### config.mk
export PLATFORM = sky130hd
export DESIGN_NAME = seq_alu
export DESIGN_NICKNAME = d
export VERILOG_FILES = /design/src/rtl/seq_alu.sv
export SDC_FILE = /design/constraint.sdc
export NUM_CORES = 1
export LEC_CHECK = 0
export BUFFER_PORTS_ARGS = -buffer_cell sky130_fd_sc_hd__buf_2
export CORE_UTILIZATION = 35
export DETAILED_ROUTE_END_ITERATION = 7
export MAX_ROUTING_LAYER = met4
export PLACE_DENSITY_LB_ADDON = 0.05
export SYNTH_ARGS = -nofsm -noshare
export SYNTH_HDL_FRONTEND = slang
export SYNTH_SLANG_ARGS = --single-unit
### constraint.sdc
create_clock -name clk -period 3.2 [get_ports clk]
set_input_delay 0.8 -clock clk [delete_from_list [all_inputs] [get_ports clk]]
set_output_delay 0.8 -clock clk [all_outputs]
set_load 0.02 [all_outputs]
### src/rtl/seq_alu.sv
// Sequential ALU: one-cycle EXEC for ADD/SUB/logic/SLT, WIDTH-cycle shift-add MUL; done pulses 2 (or WIDTH+1) edges after start.
// No backpressure: start is only taken in IDLE and is dropped (never queued) while busy or in DONE.
module seq_alu #(
  parameter int WIDTH = 4
) (
  input  logic             clk,
  input  logic             reset,
  input  logic             start,
  input  logic [2:0]       op,
  input  logic [WIDTH-1:0] a,
  input  logic [WIDTH-1:0] b,
  input  logic             c_in,
  output logic [WIDTH-1:0] result,
  output logic [WIDTH-1:0] result_hi,
  output logic             c_out,
  output logic             zero,
  output logic             busy,
  output logic             done
);

  localparam int CW = $clog2(WIDTH);

  localparam logic [2:0] OP_ADD = 3'b000;
  localparam logic [2:0] OP_SUB = 3'b001;
  localparam logic [2:0] OP_AND = 3'b010;
  localparam logic [2:0] OP_OR  = 3'b011;
  localparam logic [2:0] OP_XOR = 3'b100;
  localparam logic [2:0] OP_SLT = 3'b101;
  localparam logic [2:0] OP_MUL = 3'b110;

  typedef enum logic [1:0] {
    IDLE = 2'b00,
    EXEC = 2'b01,
    MUL  = 2'b10,
    DONE = 2'b11
  } state_t;

  state_t state, state_nxt;

  logic [2:0]         op_q;
  logic [WIDTH-1:0]   a_q;
  logic [WIDTH-1:0]   b_q;
  logic               cin_q;
  logic [CW-1:0]      cnt;
  logic [2*WIDTH-1:0] prod;

  logic [WIDTH-1:0]   alu_lo;
  logic               alu_co;
  logic [WIDTH:0]     alu_sum;
  logic [WIDTH:0]     mul_sum;
  logic [2*WIDTH-1:0] prod_nxt;

  always_ff @(posedge clk) begin
    if (reset) begin
      state <= IDLE;
    end else begin
      state <= state_nxt;
    end
  end

  always_comb begin
    state_nxt = state;
    busy      = 1'b0;
    done      = 1'b0;
    case (state)
      IDLE: begin
        if (start) begin
          state_nxt = (op == OP_MUL) ? MUL : EXEC;
        end
      end
      EXEC: begin
        busy      = 1'b1;
        state_nxt = DONE;
      end
      MUL: begin
        busy = 1'b1;
        if (cnt == '0) begin
          state_nxt = DONE;
        end
      end
      DONE: begin
        done      = 1'b1;
        state_nxt = IDLE;
      end
      default: state_nxt = IDLE;
    endcase
  end

  // Single-cycle ops; SUB reuses the adder with inverted b so c_out=1 means no borrow.
  always_comb begin
    alu_lo  = '0;
    alu_co  = 1'b0;
    alu_sum = '0;
    case (op_q)
      OP_ADD: begin
        alu_sum = {1'b0, a_q} + {1'b0, b_q} + {{WIDTH{1'b0}}, cin_q};
        alu_lo  = alu_sum[WIDTH-1:0];
        alu_co  = alu_sum[WIDTH];
      end
      OP_SUB: begin
        alu_sum = {1'b0, a_q} + {1'b0, ~b_q} + {{WIDTH{1'b0}}, cin_q};
        alu_lo  = alu_sum[WIDTH-1:0];
        alu_co  = alu_sum[WIDTH];
      end
      OP_AND:  alu_lo = a_q & b_q;
      OP_OR:   alu_lo = a_q | b_q;
      OP_XOR:  alu_lo = a_q ^ b_q;
      OP_SLT:  alu_lo = {{(WIDTH-1){1'b0}}, (a_q < b_q)};
      default: alu_lo = '0;
    endcase
  end

  // prod starts as {0, b}: each step adds a into the high half when the
  // current multiplier LSB is set, then shifts right, consuming one b bit.
  always_comb begin
    mul_sum  = {1'b0, prod[2*WIDTH-1:WIDTH]} + (prod[0] ? {1'b0, a_q} : '0);
    prod_nxt = {mul_sum, prod[WIDTH-1:1]};
  end

  always_ff @(posedge clk) begin
    if (reset) begin
      op_q      <= '0;
      a_q       <= '0;
      b_q       <= '0;
      cin_q     <= 1'b0;
      cnt       <= '0;
      prod      <= '0;
      result    <= '0;
      result_hi <= '0;
      c_out     <= 1'b0;
    end else begin
      case (state)
        IDLE: begin
          if (start) begin
            op_q  <= op;
            a_q   <= a;
            b_q   <= b;
            cin_q <= c_in;
            prod  <= {{WIDTH{1'b0}}, b};
            cnt   <= CW'(WIDTH - 1);
          end
        end
        EXEC: begin
          result    <= alu_lo;
          result_hi <= '0;
          c_out     <= alu_co;
        end
        MUL: begin
          prod <= prod_nxt;
          if (cnt == '0) begin
            result    <= prod_nxt[WIDTH-1:0];
            result_hi <= prod_nxt[2*WIDTH-1:WIDTH];
            c_out     <= 1'b0;
          end else begin
            cnt <= cnt - CW'(1);
          end
        end
        default: ;
      endcase
    end
  end

  assign zero = ~|{result_hi, result};

endmodule

==> flow_summary.toml <==
[status]
status = "finished, final reports clean"

[drt]
ant_nets = 0
avgRoutedWirePerCell_um = 14.81
vias = 1779
drtIter0Drc = 76
route.detailed.drc = 0
wl_um = 5286
vias_per_cell = 4.983
dr.pass1.iters = 4

[critical_path]
r2r_start = "a_q[0]$_SDFFE_PP0P_"
critPathRequiredTime_ns = 3.35
cp-end-kind = "register"
crit_arrival_ns = 2.62
reg2reg_depth = 8
r2r-end = "result[2]$_SDFFE_PP0P_"
worstSetupPathType = "register to register"
cp-start-kind = "register"
worst-path-max-fanout = 4
ff2ff_setup_slack_ns = 0.72

[yosys]
synth_seq_cells = 33
synth_fp_nets = 301
avgSynthCellArea_um2 = 8.277
syn_inst = 260
synth.area.top_cells = "dfxtp_1, ha_1, a21oi_1, nand2_1, fa_1"
synth_top_area_share = 0.3070
synth_top_area_cell = "dfxtp_1"
netlist_area_um2 = 2152
synth.distinct_cells = 42
ys_seq_area_frac = 0.3070
synthFlopType = "dfxtp_1"
async_reset_ff_frac = 0
synth_edf_count = 0
ys_warn_count = 0

[run]
drv_cap = 0

[finish]
num-fill-cells = 646
final_nets = 323
final_cell_mix = "nand2_1, a21oi_1, dfxtp_1"
layout-drive-gt1-share = 0.1525
final_common_cell = "nand2_1"
insertedDiodeCount = 0
syn_to_final_growth_pct = 11.80
instances_no_fill = 357

[sta]
slew_violations = 0
rsz0062_at_grt = "no"
max_slew_margin = 0.5133
final.period_utilization = 0.7736
post-route-min-period_ns = 2.476
setup_tns_ns = 0
holdWs_ns = 0.4575
worst_pin_slew_ns = 0.7301
fin_skew_ns = 0.002589
fmax_ghz = 0.4039
finalSetupViolations = 0
hold_viol_final = 0

[global_routing]
grt_pass1_wl_um = 8376
antenna_found_initial = 0
grt_pass1_vias = 1639
grt_max_degree = 34
grt-ovfl-total = 0
track_usage = 0.1796

[clocking]
clk_latency_ns = 0.28
cts_buffer_depth = 2
clkSinkCount = 33
post_cts_buffers = 0
numCtsBuffers = 5
tritoncts = "done"
htree_levels = 2
clkSlewWorstSetupHoldPaths_ns = 0.07
ctsResizeCount = 0
cts_hold_buf = 0
root_buffer = "clkbuf_8"

[power_and_ir_drop]
peakVddDrop_mv = 0.5745
pwr_density_cell_nw_per_um2 = 820.6
cellLeakagePower_uw = 0.001024

[die]
die_w_um = 80.42
initial_core_util = 0.3635
fp.dieH_um = 80.42
ios = 27
die_area_um2 = 6467
num_rows = 28
core-area_um2 = 5921

[hold_path]
hold_end = "cin_q$_SDFFE_PP0P_"
worstHoldStart = "cin_q$_SDFFE_PP0P_"
hold_class = "register to register"
holdPathStages = 2

[placed_design]
hpwl_um = 3954
port_buffers = 26
placed_cells = 350
gp_congestion = 0.7736
==> worst max path at each step <==
stage / start / endpoint / slack, ns / depth (start not counted)
after floorplan: a_q[0]$_SDFFE_PP0P_ / result[2]$_SDFFE_PP0P_ / 0.89 / 8
after global placement: a_q[0]$_SDFFE_PP0P_ / result[2]$_SDFFE_PP0P_ / 0.78 / 8
after detailed placement: a_q[0]$_SDFFE_PP0P_ / result[2]$_SDFFE_PP0P_ / 0.73 / 8
after CTS: a_q[0]$_SDFFE_PP0P_ / result[2]$_SDFFE_PP0P_ / 0.71 / 8
after global routing: a_q[0]$_SDFFE_PP0P_ / result[2]$_SDFFE_PP0P_ / 0.61 / 8
final: a_q[0]$_SDFFE_PP0P_ / result[2]$_SDFFE_PP0P_ / 0.72 / 8
==> per-stage QoR <==
step | utilization | total power (uW) | setup WS, ns | instance area (um2)
final | 0.4064 | 1975 | 0.7244 | 2406
after floorplan | - | 1418 | 0.8948 | 2152
after global routing | 0.4064 | 2157 | 0.6075 | 2406
after detailed placement | 0.3912 | 1663 | 0.7302 | 2316
after global placement | 0.3912 | 1665 | 0.7785 | 2316
after CTS | 0.4064 | 2000 | 0.7093 | 2406
==> cells in the mapped netlist, types with 4 or more instances <==
library cell / count
clkbuf_1: 5
dfxtp_1: 33
mux2i_1: 6
nor2_1: 20
inv_1: 18
a211oi_1: 9
nor3_1: 4
xnor2_1: 5
nand2_1: 39
fa_1: 5
ha_1: 21
a21oi_1: 33
o21ai_0: 5
and2_1: 7
a21o_1: 4
nand3_1: 5
==> logic make-up after synthesis <==
| family | Yosys count | share of synthesized area |
|---|---|---|
| AOI/OAI and AO/OA | 70 | 0.2163 |
| adders and majority gates | 26 | 0.1686 |
| muxes | 7 | 0.03488 |
| and+or+nand+nor | 86 | 0.1826 |
| DFF | 33 | 0.3070 |
| xor gates and xnor gates | 6 | 0.02442 |
| buffers and inverters | 32 | 0.06627 |
==> area by class of cell <==
cell class / count / area, um2 / share of cell area
clock inverter: 1 / 7.507 / 0.003120
sequential: 33 / 660.6 / 0.2746
inverter: 20 / 75.07 / 0.03120
timing repair buffer: 27 / 137.6 / 0.05720
clock buffer: 6 / 82.58 / 0.03432
multi-input combinational: 195 / 1349 / 0.5606
tap: 75 / 93.84 / 0.03900
==> critical path: stages (launching register included) <==
cell and delay (ns):
dfxtp_1 0.37, inv_1 0.13, fa_1 0.50, fa_1 0.42, xor2_1 0.17, and2_1 0.15, a221o_1 0.28, a221oi_2 0.25
nor3_2 0.07
==> registers in the layout, indices dropped and copies added, names as in the netlist <==
signal and count:
a_q 4, state 2, result 4, op_q 3, cnt 2, b_q 4, c_out 1, result_hi 4
cin_q 1, prod 8
==> power by group <==
group          leakage [uW]  switching [uW]  internal, uW
Sequential         0.000270             107           503
Combinational      0.000711             645           390
Clock             0.0000433             159           170
==> metal layers <==
metal  part of all wire  global-route usage  wire length [um]  vias to the layer above
met1               0.52              0.2490              2764                      807
met5                  0                   -                 0                        -
li1                   -                   -                 -                      936
met3              0.029             0.03409               152                        5
met2               0.44              0.2627              2306                       31
met4              0.012             0.05357                63                        0
Note: power is estimated with default switching activity, not from simulation.
